**config.mk**
```make
export PLATFORM = sky130hd
export DESIGN_NAME = pipeline_control_unit_flat
export DESIGN_NICKNAME = d
export VERILOG_FILES = /design/src/rtl/pipeline_ctrl_pkg.sv /design/src/rtl/pipeline_control_unit_if.sv /design/src/rtl/sat_counter.sv /design/src/rtl/pipeline_control_unit.sv /design/src/flat_wrapper.sv
export SDC_FILE = /design/constraint.sdc
export NUM_CORES = 1
export LEC_CHECK = 0
export ABC_AREA = 0
export BUFFER_PORTS_ARGS = -buffer_cell sky130_fd_sc_hd__buf_4
export CORE_UTILIZATION = 55
export CTS_CLUSTER_DIAMETER = 120
export DETAILED_ROUTE_END_ITERATION = 8
export GPL_ROUTABILITY_DRIVEN = 0
export GPL_TIMING_DRIVEN = 0
export PLACE_DENSITY_LB_ADDON = 0.15
export SKIP_LAST_GASP = 1
export SLEW_MARGIN = 20
export SYNTH_ARGS = -nofsm -noshare
export SYNTH_HDL_FRONTEND = slang
export SYNTH_SLANG_ARGS = --single-unit
```
**constraint.sdc**
```tcl
create_clock -name clk -period 2.8 [get_ports clk]
set_input_delay 0.28 -clock clk [delete_from_list [all_inputs] [get_ports clk]]
set_output_delay 0.28 -clock clk [all_outputs]
set_load 0.05 [all_outputs]
```
**src/rtl/pipeline_ctrl_pkg.sv**
```systemverilog
// Shared encodings and helpers for the pipeline stall/flush controller.
// Imported by the controller top and the performance counters.
package pipeline_ctrl_pkg;

  localparam logic [1:0] RUN    = 2'd0;
  localparam logic [1:0] FLUSH  = 2'd1;
  localparam logic [1:0] FREEZE = 2'd2;

  typedef enum logic [1:0] {
    S_RUN    = RUN,
    S_FLUSH  = FLUSH,
    S_FREEZE = FREEZE
  } state_t;

  function automatic logic [31:0] sat_inc(
    input logic [31:0] v,
    input logic [31:0] max
  );
    return (v >= max) ? v : v + 32'd1;
  endfunction

endpackage

```
**src/rtl/pipeline_control_unit_if.sv**
```systemverilog
// Hazard inputs and stage-control outputs of the pipeline controller.
// master = hazard sources / pipeline side, slave = controller.
interface pipeline_control_unit_if #(
  parameter int CNT_W = 16
);
  logic             hazard_detected;
  logic             br_taken;
  logic             mem_busy;
  logic             pc_en;
  logic             if_id_en;
  logic             if_id_flush;
  logic             id_exe_bubble;
  logic             exe_mem_en;
  logic             mem_wb_en;
  logic             mem_timeout;
  logic [CNT_W-1:0] stall_cnt;
  logic [CNT_W-1:0] flush_cnt;
  logic [CNT_W-1:0] freeze_cnt;

  modport master (
    output hazard_detected, br_taken, mem_busy,
    input  pc_en, if_id_en, if_id_flush,
    input  id_exe_bubble, exe_mem_en, mem_wb_en,
    input  mem_timeout, stall_cnt, flush_cnt, freeze_cnt
  );

  modport slave (
    input  hazard_detected, br_taken, mem_busy,
    output pc_en, if_id_en, if_id_flush,
    output id_exe_bubble, exe_mem_en, mem_wb_en,
    output mem_timeout, stall_cnt, flush_cnt, freeze_cnt
  );
endinterface

```
**src/rtl/sat_counter.sv**
```systemverilog
// Saturating up-counter; holds at all-ones instead of wrapping.
module sat_counter
  import pipeline_ctrl_pkg::*;
#(
  parameter int W = 16
) (
  input  logic         clk,
  input  logic         rst,
  input  logic         inc,
  output logic [W-1:0] q
);
  localparam logic [W-1:0] MAXV = '1;

  always_ff @(posedge clk or negedge rst) begin
    if (!rst) begin
      q <= '0;
    end else if (inc) begin
      q <= W'(sat_inc(32'(q), 32'(MAXV)));
    end
  end
endmodule

```
**src/rtl/pipeline_control_unit.sv**
```systemverilog
// Stall/flush controller for the five-stage pipeline: freeze on
// memory busy, bubble on load-use, squash wrong-path fetches.
module pipeline_control_unit
  import pipeline_ctrl_pkg::*;
#(
  parameter int FLUSH_CYCLES = 1,
  parameter int TIMEOUT      = 255,
  parameter int CNT_W        = 16
) (
  input logic clk,
  input logic rst,
  pipeline_control_unit_if.slave ctl
);
  localparam logic [2:0]  FL_LOAD = 3'(FLUSH_CYCLES - 1);
  localparam logic [15:0] TMO     = 16'(TIMEOUT);

  state_t      state;
  state_t      state_nx;
  state_t      eff;
  logic [2:0]  flush_left;
  logic [2:0]  fl_nx;
  logic [15:0] wait_cnt;
  logic [15:0] wait_inc;
  logic        timeout_q;

  logic pc_en;
  logic if_id_en;
  logic if_id_flush;
  logic id_exe_bubble;
  logic exe_mem_en;
  logic mem_wb_en;
  logic frozen;

  always_comb begin
    pc_en         = 1'b1;
    if_id_en      = 1'b1;
    if_id_flush   = 1'b0;
    id_exe_bubble = 1'b0;
    exe_mem_en    = 1'b1;
    mem_wb_en     = 1'b1;
    frozen        = 1'b0;
    state_nx      = state;
    fl_nx         = flush_left;
    wait_inc      = 16'(sat_inc(32'(wait_cnt), 32'hFFFF));
    // the cycle after a freeze ends behaves as the state it resumes
    eff = state;
    if (state == S_FREEZE) begin
      eff = (flush_left != 3'd0) ? S_FLUSH : S_RUN;
    end
    if (rst) begin
      if (ctl.mem_busy) begin
        pc_en      = 1'b0;
        if_id_en   = 1'b0;
        exe_mem_en = 1'b0;
        mem_wb_en  = 1'b0;
        frozen     = 1'b1;
        state_nx   = S_FREEZE;
      end else if (ctl.hazard_detected) begin
        pc_en         = 1'b0;
        if_id_en      = 1'b0;
        id_exe_bubble = 1'b1;
        if_id_flush   = (eff == S_FLUSH);
        state_nx      = eff;
      end else if (eff == S_FLUSH) begin
        if_id_flush = 1'b1;
        fl_nx       = flush_left - 3'd1;
        state_nx    = (flush_left == 3'd1) ? S_RUN : S_FLUSH;
      end else if (ctl.br_taken) begin
        if_id_flush = 1'b1;
        if (FLUSH_CYCLES > 1) begin
          fl_nx    = FL_LOAD;
          state_nx = S_FLUSH;
        end else begin
          state_nx = S_RUN;
        end
      end else begin
        state_nx = S_RUN;
      end
    end
  end

  always_ff @(posedge clk or negedge rst) begin
    if (!rst) begin
      state      <= S_RUN;
      flush_left <= 3'd0;
      wait_cnt   <= 16'd0;
      timeout_q  <= 1'b0;
    end else begin
      state      <= state_nx;
      flush_left <= fl_nx;
      wait_cnt   <= frozen ? wait_inc : 16'd0;
      if (frozen && wait_inc >= TMO) begin
        timeout_q <= 1'b1;
      end
    end
  end

  assign ctl.pc_en         = pc_en;
  assign ctl.if_id_en      = if_id_en;
  assign ctl.if_id_flush   = if_id_flush;
  assign ctl.id_exe_bubble = id_exe_bubble;
  assign ctl.exe_mem_en    = exe_mem_en;
  assign ctl.mem_wb_en     = mem_wb_en;
  assign ctl.mem_timeout   = timeout_q;

  sat_counter #(.W(CNT_W)) u_stall (
    .clk (clk),
    .rst (rst),
    .inc (id_exe_bubble),
    .q   (ctl.stall_cnt)
  );

  sat_counter #(.W(CNT_W)) u_flush (
    .clk (clk),
    .rst (rst),
    .inc (if_id_flush),
    .q   (ctl.flush_cnt)
  );

  sat_counter #(.W(CNT_W)) u_freeze (
    .clk (clk),
    .rst (rst),
    .inc (frozen),
    .q   (ctl.freeze_cnt)
  );
endmodule

```
**src/flat_wrapper.sv**
```systemverilog
// flat-port wrapper written by rule: the top's interface ports become plain ports
module pipeline_control_unit_flat import pipeline_ctrl_pkg::*;
#(
  parameter int FLUSH_CYCLES = 1,
  parameter int TIMEOUT      = 255,
  parameter int CNT_W        = 16
)
  (clk, rst, ctl_hazard_detected, ctl_br_taken, ctl_mem_busy, ctl_pc_en, ctl_if_id_en, ctl_if_id_flush, ctl_id_exe_bubble, ctl_exe_mem_en, ctl_mem_wb_en, ctl_mem_timeout, ctl_stall_cnt, ctl_flush_cnt, ctl_freeze_cnt);
  pipeline_control_unit_if #(.CNT_W(CNT_W)) ctl_i ();
  input logic clk;
  input logic rst;
  input wire logic [$bits(ctl_i.hazard_detected)-1:0] ctl_hazard_detected;
  input wire logic [$bits(ctl_i.br_taken)-1:0] ctl_br_taken;
  input wire logic [$bits(ctl_i.mem_busy)-1:0] ctl_mem_busy;
  output wire logic [$bits(ctl_i.pc_en)-1:0] ctl_pc_en;
  output wire logic [$bits(ctl_i.if_id_en)-1:0] ctl_if_id_en;
  output wire logic [$bits(ctl_i.if_id_flush)-1:0] ctl_if_id_flush;
  output wire logic [$bits(ctl_i.id_exe_bubble)-1:0] ctl_id_exe_bubble;
  output wire logic [$bits(ctl_i.exe_mem_en)-1:0] ctl_exe_mem_en;
  output wire logic [$bits(ctl_i.mem_wb_en)-1:0] ctl_mem_wb_en;
  output wire logic [$bits(ctl_i.mem_timeout)-1:0] ctl_mem_timeout;
  output wire logic [$bits(ctl_i.stall_cnt)-1:0] ctl_stall_cnt;
  output wire logic [$bits(ctl_i.flush_cnt)-1:0] ctl_flush_cnt;
  output wire logic [$bits(ctl_i.freeze_cnt)-1:0] ctl_freeze_cnt;
  assign ctl_i.hazard_detected = ctl_hazard_detected;
  assign ctl_i.br_taken = ctl_br_taken;
  assign ctl_i.mem_busy = ctl_mem_busy;
  assign ctl_pc_en = ctl_i.pc_en;
  assign ctl_if_id_en = ctl_i.if_id_en;
  assign ctl_if_id_flush = ctl_i.if_id_flush;
  assign ctl_id_exe_bubble = ctl_i.id_exe_bubble;
  assign ctl_exe_mem_en = ctl_i.exe_mem_en;
  assign ctl_mem_wb_en = ctl_i.mem_wb_en;
  assign ctl_mem_timeout = ctl_i.mem_timeout;
  assign ctl_stall_cnt = ctl_i.stall_cnt;
  assign ctl_flush_cnt = ctl_i.flush_cnt;
  assign ctl_freeze_cnt = ctl_i.freeze_cnt;
  pipeline_control_unit #(.FLUSH_CYCLES(FLUSH_CYCLES), .TIMEOUT(TIMEOUT), .CNT_W(CNT_W)) u_core (.clk(clk), .rst(rst), .ctl(ctl_i));
endmodule
```
==> key figures, run 1 <==
Status
  – Status: finished with violations
  – Failing checks: DRC

CTS
  – CTS tree: built
  – Reg clk slew, reported paths: 0.08 ns
  – Post-CTS Setup Repair Bufs: 0
  – Worst skew pair latency: about 0.34 ns
  – Clk sinks: 70
  – Root Driver: clkbuf_8
  – H-tree depth: 3
  – TritonCTS Buffers: 9
  – Clock buffer depth: 2

Timing
  – RSZ-0062 raised after global routing: false
  – Max-Slew Margin vs Limit: 48.9%
  – Final hold slack: between 0.2 and 0.25 ns
  – Fmax achieved: 384 MHz
  – Slew @ Worst Pin: around 0.76 ns
  – Minimum clock period: between 2 and 3 ns
  – Period utilization: 93.0%
  – Final setup violation count: 0
  – Clock Skew: roughly 0.0090 ns
  – Endpoints failing hold: 0
  – Final Max Slew Viols: 0
  – Setup_tns: 0 ns

GRT
  – GRT Total Usage: 23.3%
  – First-pass GRT wire length: 13,100 µm
  – Vias in the first global route: 2,884
  – Largest net degree at the start of global routing: a little over 70
  – Initial antenna violation count: 0
  – Grt ovf: 0

Floorplanning
  – Die area: roughly 7000 µm²
  – Die Y: 84.1 µm
  – Core ar.: between 6000 and 7000 µm²
  – Top Ports: 60
  – Initial Util: a little under 60%
  – Row cnt: 29
  – Die X: around 84 µm

Logic synthesis
  – Yosys reg bits: 70
  – Synth top cells by count: 70 x dfrtp_1, 35 x nand2_1, 31 x xor2_1
  – Most numerous cell in the Yosys netlist: dfrtp_1
  – Post-Syn Area: 3710 µm²
  – Netlist cell types: 56
  – Synth warnings: 0
  – Post-synthesis cell count: roughly 350
  – EDFF count, synth: 0
  – Async SR Flop Fraction: 100%
  – Synth area leaders: dfrtp_1 47%, xor2_1 7.3%, xnor2_1 5.2%
  – Most used DFF post-synth: dfrtp_1
  – Register area share after synthesis: 47.2%
  – Post-synth top area share: 47.2%
  – Post-synth top area cell: dfrtp_1
  – Synth Net Count: 364
  – Syn avg cell area: 10.5 µm²

Placement
  – Dpl hpwl: 5100 µm
  – DP Area: 4250 µm²
  – Input/output buffers: 59

Power
  – Max IR drop VDD: 0.000288 V
  – Switching part of the total: 37.6%
  – Pint: roughly 0.0020 W
  – Clk pwr share: 28.8%
  – Power Density: approximately 700 nW/µm²
  – Comb power frac: between 20% and 30%
  – Leakage power: 2.10 nW
  – Final Power: between 0.003 and 0.004 W
  – Seq pwr share: 41.5%
  – Sw Pwr: 0.00119 W

Routing
  – Via-per-instance ratio: 5.76
  – DRC: 13
  – Routed WL: between 7000 and 8000 µm
  – Post-route ant nets: 0
  – DRT iter0 DRCs: 136
  – DR vias: 2,916
  – TritonRoute pass-1 iters: 6
  – WL/cell: 15.1 µm

Critical path
  – CP arrival: 2.32 ns
  – Reg2Reg Depth: 6
  – CP Cell Sequence: inv_1 -> ha_1 -> nand2b_1 -> and3b_1 -> o31ai_4 -> buf_2 -> inv_1 -> buf_4
  – CP max-delay cell: o31ai_4
  – Most frequent CP cell: inv_1
  – Worst path bufs/invs: 4
  – Crit Path Max Fanout: 10
  – Critical Path Max Stage Delay: between 0.4 and 0.5 ns
  – Startpoint types: flip-flop
  – CP delay by family, top: buffers and inverters
  – Crit path depth: 8
  – Setup CP Type: flip-flop to primary output
  – CP Capture Type: primary output
  – Critical Path RT: 2.52 ns

Run
  – Maxcap violations: 0

Final layout
  – Layout cells sized above 1: 25.9%
  – Fillers: 506
  – Nets: roughly 440
  – Syn-to-layout area delta: 21.7%
  – Post-route cell area: 4520 µm²
  – # diodes: 0
  – Layout Utilization: 70.3%

Min path
  – Hold WC Path Type: input pin to flip-flop
  – Hold Path Stages: 4
## placed cells by master, fill, tap and decap left out, drive strengths merged, types with 6 or more instances in the layout
cell type,instances
and4,10
clkbuf,14
nand2,35
o21ai,6
nand3,22
dfrtp,70
nor2,21
inv,10
ha,7
xor2,31
nand4,14
xnor2,22
a21oi,8
nor4,7
nor3,18
buf,68
and3,9
## registers in the layout (all words and copies together), names as in the netlist
signal and cells:
u_core.wait_cnt 16, u_core.ctl.mem_timeout 1, u_core.state 2, u_core.u_stall.q 16
u_core.u_freeze.q 16, u_core.flush_left 3, u_core.u_flush.q 16
## power by group through the flow
stage / Combinational (W) / Clock, W / Sequential, W
detailed placement: 0.000942 / 0 / 0.00133
global placement: 0.000917 / 0 / 0.00133
global route: 0.00101 / 0.000973 / 0.00135
floorplan: 0.000287 / 0 / 0.00168
finish: 0.000944 / 0.000913 / 0.00132
CTS: 0.000954 / 0.000931 / 0.00132
## cell families after synthesis
kind of cell    share of synthesized area [%]
compound gates                           7.96
xor+xnor                                 12.5
fa+ha+maj                                2.36
buf+inv                                  2.80
flops                                    47.2
mux                                      1.79
simple gates                             25.4
## path summary, 6_finish.rpt
| kind | slack [ns] | from | to |
|---|---|---|---|
| worst min register to register | 0.49 | u_core.flush_left[1] | u_core.flush_left[1] |
| max in group asynchronous | 1.91 | rst | u_core.wait_cnt[4] |
| min in group asynchronous | 0.62 | rst | u_core.u_flush.q[12] |
| worst max-delay path | 0.20 | u_core.flush_left[0] | ctl_if_id_flush |
| worst max register to register | 0.56 | u_core.wait_cnt[0] | u_core.ctl.mem_timeout |
| worst min-delay path | 0.23 | rst | u_core.state[1] |
## worst register-to-register path, cell delays in order (launching register included)
cell and delay (ns):
dfrtp_1 0.44, ha_1 0.32, nand4_2 0.22, o41ai_1 0.52, o31ai_1 0.14, o41ai_1 0.33, nand3_1 0.13
## per-stage QoR
| step | setup slack [ns] | std cells |
|---|---|---|
| 6_report | 0.197 | 506 |
| 5_1_grt | 0.0567 | 506 |
| 4_1_cts | 0.186 | 506 |
| 3_5_place_dp | -0.155 | 488 |
| 3_3_place_gp | -0.155 | 488 |
| 2_1_floorplan | 0.558 | 352 |
## per-layer routing
metal  wire length [µm]  GRT usage [%]  vias up
li1                   -              -     1401
met1               3470           30.3     1426
met2               3670           38.7       80
met3                430           4.72        9
met4                 79           9.09        0
met5                  0              0        -
## layout make-up
cell class	instances	area (µm²)	share of cell area [%]
inverter	11	41.3	0.914
sequential	70	1750	38.8
timing repair buffer	61	484	10.7
tap	77	96.3	2.13
multi-input combinational	260	1860	41.1
buffer	11	62.6	1.39
clock inverter	5	82.6	1.83
clock buffer	11	141	3.13
## what timing repair did
| item | 4_1_cts | 5_1_grt |
|---|---|---|
| hold buffers | 2 | 0 |
| endpoints found under the setup margin | 2 | 0 |
| gates resized for setup | 1 | 0 |
| hold endpoints to repair | 70 | 0 |
Note: power is estimated with default switching activity, not from simulation.
==> inputs of run 2 (changes only) <==
Settings changed: ABC_AREA 0 to 1, CTS_CLUSTER_DIAMETER 120 to 100.
Clock period 2.8 ns to 3.21 ns, I/O delays scaled along.
==> key figures, run 2 <==
Status
  – Status: finished, final reports clean

Placement
  – DP Area: ~4600 µm²
  – Input/output buffers: 59
  – Dpl hpwl: 6180 µm

Critical path
  – Most frequent CP cell: buf_4
  – Reg2Reg Depth: 9
  – CP delay by family, top: buffers and inverters
  – CP max-delay cell: buf_4
  – Crit Path Max Fanout: 73
  – Setup CP Type: input pin to primary output
  – CP Capture Type: primary output
  – Worst r2r dst: u_core.u_flush.q[7]
  – Critical Path RT: 2.89 ns
  – CP arrival: 1.88 ns
  – Startpoint types: input pin
  – Reg2Reg Setup Slack: 1.27 ns
  – Crit path depth: 5
  – Worst r2r src: u_core.u_flush.q[0]
  – CP endpoint: ctl_mem_wb_en
  – CP Cell Sequence: buf_4 -> nand2_4 -> clkbuf_1 -> buf_4 -> buf_4
  – CP Launch Point: rst
  – Critical Path Max Stage Delay: 0.67 ns
  – Worst path bufs/invs: 4

Routing
  – TritonRoute pass-1 iters: 4
  – Routed WL: 8360 µm
  – DRC: 0
  – Post-route ant nets: 0
  – DR vias: between 3,000 and 4,000
  – WL/cell: between 10 and 15 µm
  – Via-per-instance ratio: 5.14
  – DRT iter0 DRCs: 153

Logic synthesis
  – Syn avg cell area: around 8.3 µm²
  – Netlist cell types: 40
  – Synth Net Count: 498
  – Synth area leaders: dfrtp_1 43%, nand2_1 11%, xor2_1 6.7%
  – Post-synthesis cell count: 486
  – Yosys reg bits: 70
  – Most numerous cell in the Yosys netlist: nand2_1
  – Most used DFF post-synth: dfrtp_1
  – Post-Syn Area: 4060 µm²
  – Register area share after synthesis: 43.2%
  – Async SR Flop Fraction: 100%
  – Synth warnings: 0
  – Post-synth top area share: 43.2%
  – EDFF count, synth: 0
  – Synth top cells by count: 116 x nand2_1, 70 x dfrtp_1, 57 x inv_1
  – Post-synth top area cell: dfrtp_1

Timing
  – Period utilization: 68.5%
  – Setup_tns: 0 ns
  – Fmax achieved: 455 MHz
  – Clock Skew: 0.0102 ns
  – Final hold slack: 0.0964 ns
  – Final Max Slew Viols: 0
  – Final setup violation count: 0
  – RSZ-0062 raised after global routing: false
  – Minimum clock period: 2.20 ns
  – Max-Slew Margin vs Limit: approximately two fifths
  – Slew @ Worst Pin: 0.909 ns
  – Endpoints failing hold: 0

GRT
  – First-pass GRT wire length: approximately 14,000 µm
  – Initial antenna violation count: 0
  – Largest net degree at the start of global routing: 74
  – Grt ovf: 0
  – Vias in the first global route: 3,084
  – GRT Total Usage: 23.7%

Final layout
  – Most common cell after layout, fill and taps aside: nand2_1
  – Fillers: 592
  – Post-route cell area: around 4800 µm²
  – Layout cells sized above 1: 23.5%
  – Syn-to-layout area delta: 18.8%
  – Commonest cells after routing, fill and taps aside: 116 x nand2_1, 70 x dfrtp_1, 61 x buf_4
  – # diodes: 0
  – Nets: 568

Floorplanning
  – Die X: 87.9 µm
  – Die Y: 87.9 µm
  – Die area: 7720 µm²
  – Core ar.: 6940 µm²
  – Row cnt: 30
  – Top Ports: 60
  – Initial Util: 58.4%

CTS
  – H-tree depth: 3
  – Clock buffer depth: 2
  – Clk sinks: 70
  – Reg clk slew, reported paths: 0.07 ns
  – CTS tree: built
  – Post-CTS sizing: 0
  – Worst skew pair latency: 0.35 ns
  – TritonCTS Buffers: 9
  – Post-CTS Setup Repair Bufs: 0
  – Hold Buf Count CTS: 0
  – Root Driver: clkbuf_8

Power
  – Leakage power: 2.35 nW
  – Max IR drop VDD: 0.000475 V
  – Final Power: 0.00298 W
  – Power Density: between 600 and 700 nW/µm²

Run
  – Maxcap violations: 0

Min path
  – Hold WC Path Type: input pin to async pin
run 2: changes by cell type after synthesis, moves of 7 or more:
cell	previous run	this run
xnor2_1	22	15
and4_1	10	0
nor2_1	21	38
nand2_1	35	116
nor2_2	0	10
nand3_1	22	33
inv_1	10	57
and3_1	9	0
run 2: cells by family after synthesis:
family / Yosys count / share of synthesized area [%]
adders and majority gates: 7 / 2.16
xor gates and xnor gates: 46 / 9.93
and+or+nand+nor: 256 / 31.6
buffers and inverters: 71 / 7.74
muxes: 1 / 0.278
AOI/OAI and AO/OA: 35 / 5.15
DFF: 70 / 43.2
run 2: report_power, final:
group | switching [W] | internal [W]
registers | 0.000164 | 0.00102
clock network | 0.000334 | 0.000398
logic | 0.000743 | 0.000321
run 2: worst min path at each step:
stage | from | to | slack, ns | cells past startpoint
floorplan | rst | u_core.ctl.mem_timeout | 0.03 | 0
global placement | u_core.flush_left[1] | u_core.flush_left[1] | 0.47 | 2
detailed placement | u_core.flush_left[1] | u_core.flush_left[1] | 0.48 | 2
CTS | rst | u_core.u_freeze.q[11] | 0.14 | 1
global route | rst | u_core.wait_cnt[0] | 0.17 | 1
finish | rst | u_core.wait_cnt[0] | 0.1 | 1
run 2: area by class of cell:
type	count	area, µm²	share of cell area [%]
multi-input cells	345	1990	41.3
flip-flops and latches	70	1750	36.3
repair buffers	59	443	9.19
inverters	65	258	5.35
clock buffers	12	155	3.22
well taps	96	120	2.49
plain buffers	6	56.3	1.17
clock inverters	4	45.0	0.934
run 2: per-layer routing:
layer	track usage, %	part of all wire (%)
met1	31.7	46
met2	38.6	48
met3	4.43	5.0
met4	8.49	0.94
met5	0	0
run 2: stage by stage:
stage          instances  worst slack [ns]  utilization (%)
2_1_floorplan        486              1.26                -
6_report             657              1.01             69.4
3_3_place_gp         641             0.828             66.5
4_1_cts              657             0.913             69.4
3_5_place_dp         641             0.799             66.5
5_1_grt              657             0.796             69.4
==> inputs of run 3 (changes only) <==
Settings changed: CORE_UTILIZATION 55 to 52.
Clock period 3.21 ns to 1.85 ns, I/O delays scaled along.
==> key figures, run 3 (synthesized netlist as in run 2, its figures left out) <==
Final layout
  – Post-route cell area: 4990 µm²
  – # diodes: 0
  – Nets: 572
  – Commonest cells after routing, fill and taps aside: 114 x nand2_1, 66 x dfrtp_1, 64 x buf_4
  – Most common cell after layout, fill and taps aside: nand2_1
  – Layout cells sized above 1: 26.7%
  – Syn-to-layout area delta: 22.9%

Critical path
  – Setup CP Type: flip-flop to primary output
  – CP arrival: about 1.7 ns
  – Reg2Reg Depth: 12
  – CP Cell Sequence: inv_2 -> ha_4 -> nand2_4 -> a21oi_4 -> nor2_4 -> a21oi_2 -> nor3_4 -> buf_6
  – Worst r2r src: u_core.flush_left[0]
  – Crit Path Max Fanout: 3
  – Critical Path Max Stage Delay: between 0.3 and 0.4 ns
  – CP Capture Type: primary output
  – Reg2Reg Setup Slack: about 0.060 ns
  – Startpoint types: flip-flop
  – CP max-delay cell: dfrtp_1
  – Critical Path RT: 1.66 ns
  – Worst r2r dst: u_core.u_flush.q[3]

Timing
  – Fmax achieved: 526 MHz
  – Final setup violation count: 1
  – Period utilization: 103%
  – Slew @ Worst Pin: 0.576 ns
  – Final hold slack: -0.147 ns
  – RSZ-0062 raised after global routing: true
  – Minimum clock period: 1.90 ns
  – Final Worst Setup Slack: -0.0502 ns
  – Max-Slew Margin vs Limit: 61.6%
  – Clock Skew: 0.0107 ns
  – Final Max Slew Viols: 0
  – Endpoints failing hold: 70

CTS
  – Clk sinks: 70
  – Clock buffer depth: 2
  – TritonCTS Buffers: 9
  – H-tree depth: 3
  – Reg clk slew, reported paths: 0.07 ns
  – Worst skew pair latency: 0.35 ns
  – Root Driver: clkbuf_8
  – CTS tree: built

Routing
  – Routed WL: roughly 8500 µm
  – Via-per-instance ratio: approximately 5.1
  – WL/cell: between 10 and 15 µm
  – Post-route ant nets: 0
  – DR vias: 3,400
  – DRC: 0
  – TritonRoute pass-1 iters: 4
  – DRT iter0 DRCs: 142

Min path
  – Hold WC Path Type: input pin to async pin

Run
  – Maxcap violations: 0

GRT
  – Initial antenna violation count: 0
  – GRT Total Usage: 21.8%
  – Vias in the first global route: 3,259
  – Largest net degree at the start of global routing: 74
  – First-pass GRT wire length: 14,500 µm
  – Grt ovf: 0

Placement
  – Pre-CTS setup slack: -0.401 ns
  – Input/output buffers: 59
  – Dpl hpwl: 6200 µm
  – DP Area: 4640 µm²

Floorplanning
  – Die Y: approximately 90 µm
  – Top Ports: 60
  – Die area: slightly above 8000 µm²
  – Die X: 90.3 µm
  – Core ar.: 7410 µm²
  – Initial Util: 54.8%
  – Row cnt: 31

Status
  – Status: finished with violations
  – Failing checks: hold timing, setup timing

Power
  – Max IR drop VDD: around 0.0012 V
  – Leakage power: about 2.4 nW
  – Power Density: roughly 1100 nW/µm²
run 3: cell types whose count changed in the layout (fill, tap and decap cells not counted), sizes merged:
| cell | previous run | this run |
|---|---|---|
| bufinv | 1 | 3 |
| clkinv | 5 | 3 |
| clkinvlp | 0 | 1 |
| buf | 64 | 68 |
| clkbuf | 13 | 12 |
run 3: worst max-delay path by stage:
| stage | slack, ns | endpoint | startpoint | cells after the start |
|---|---|---|---|---|
| global route | -0.13 | ctl_if_id_flush | u_core.flush_left[0] | 8 |
| finish | -0.05 | ctl_if_id_flush | u_core.flush_left[0] | 8 |
| floorplan | -0.06 | u_core.u_flush.q[3] | u_core.flush_left[0] | 12 |
| CTS | -0.08 | ctl_if_id_flush | u_core.flush_left[0] | 8 |
| global placement | -0.41 | u_core.u_stall.q[4] | rst | 7 |
| detailed placement | -0.40 | u_core.u_stall.q[4] | rst | 7 |
run 3: metal layers:
layer | track usage (%) | wire [µm]
met1 | 28.3 | 3930
met2 | 36.5 | 4100
met3 | 3.45 | 320
met4 | 9.27 | 145
met5 | 0 | 0
run 3: final cells by class:
class,instances,area [µm²]
clock inverters,5,106
repair buffers,64,490
flip-flops and latches,70,1760
multi-input cells,345,2060
plain buffers,5,52.6
inverters,65,258
fillers,647,2420
well taps,99,124
clock buffers,11,141
run 3: critical path, delay by kind of cell (launching register included):
family                     cells  cell delay [ns]
AOI/OAI and AO/OA              2             0.13
and+or+nand+nor                3             0.43
buffers and inverters          2             0.27
adders and majority gates      1             0.17
DFF                            1             0.38
run 3: metrics by stage:
stage / util, % / total power (W) / TNS (ns) / instances
3_3_place_gp: 62.6 / 0.00390 / -7.68 / 644
2_1_floorplan: - / 0.00338 / -0.621 / 486
3_5_place_dp: 62.6 / 0.00394 / -8.68 / 644
4_1_cts: 66.0 / 0.00549 / -0.0769 / 660
5_1_grt: 67.3 / 0.00589 / -0.293 / 664
6_report: 67.3 / 0.00562 / -0.0502 / 664
run 3: power by group:
group / switching (W) / internal, W / leakage, nW / total (W)
combinational: 0.00135 / 0.000659 / 1.37 / 0.00201
sequential: 0.000294 / 0.00178 / 0.896 / 0.00207
clock: 0.000602 / 0.000936 / 0.120 / 0.00154
total: 0.00224 / 0.00337 / 2.39 / 0.00562
run 3: timing repair:
action	in CTS	in global routing
cloned	0	0
buffers inserted	0	5
endpoints found under the setup margin	6	15
hold endpoints to repair	70	70
resized for setup	2	15
pin swaps	0	7
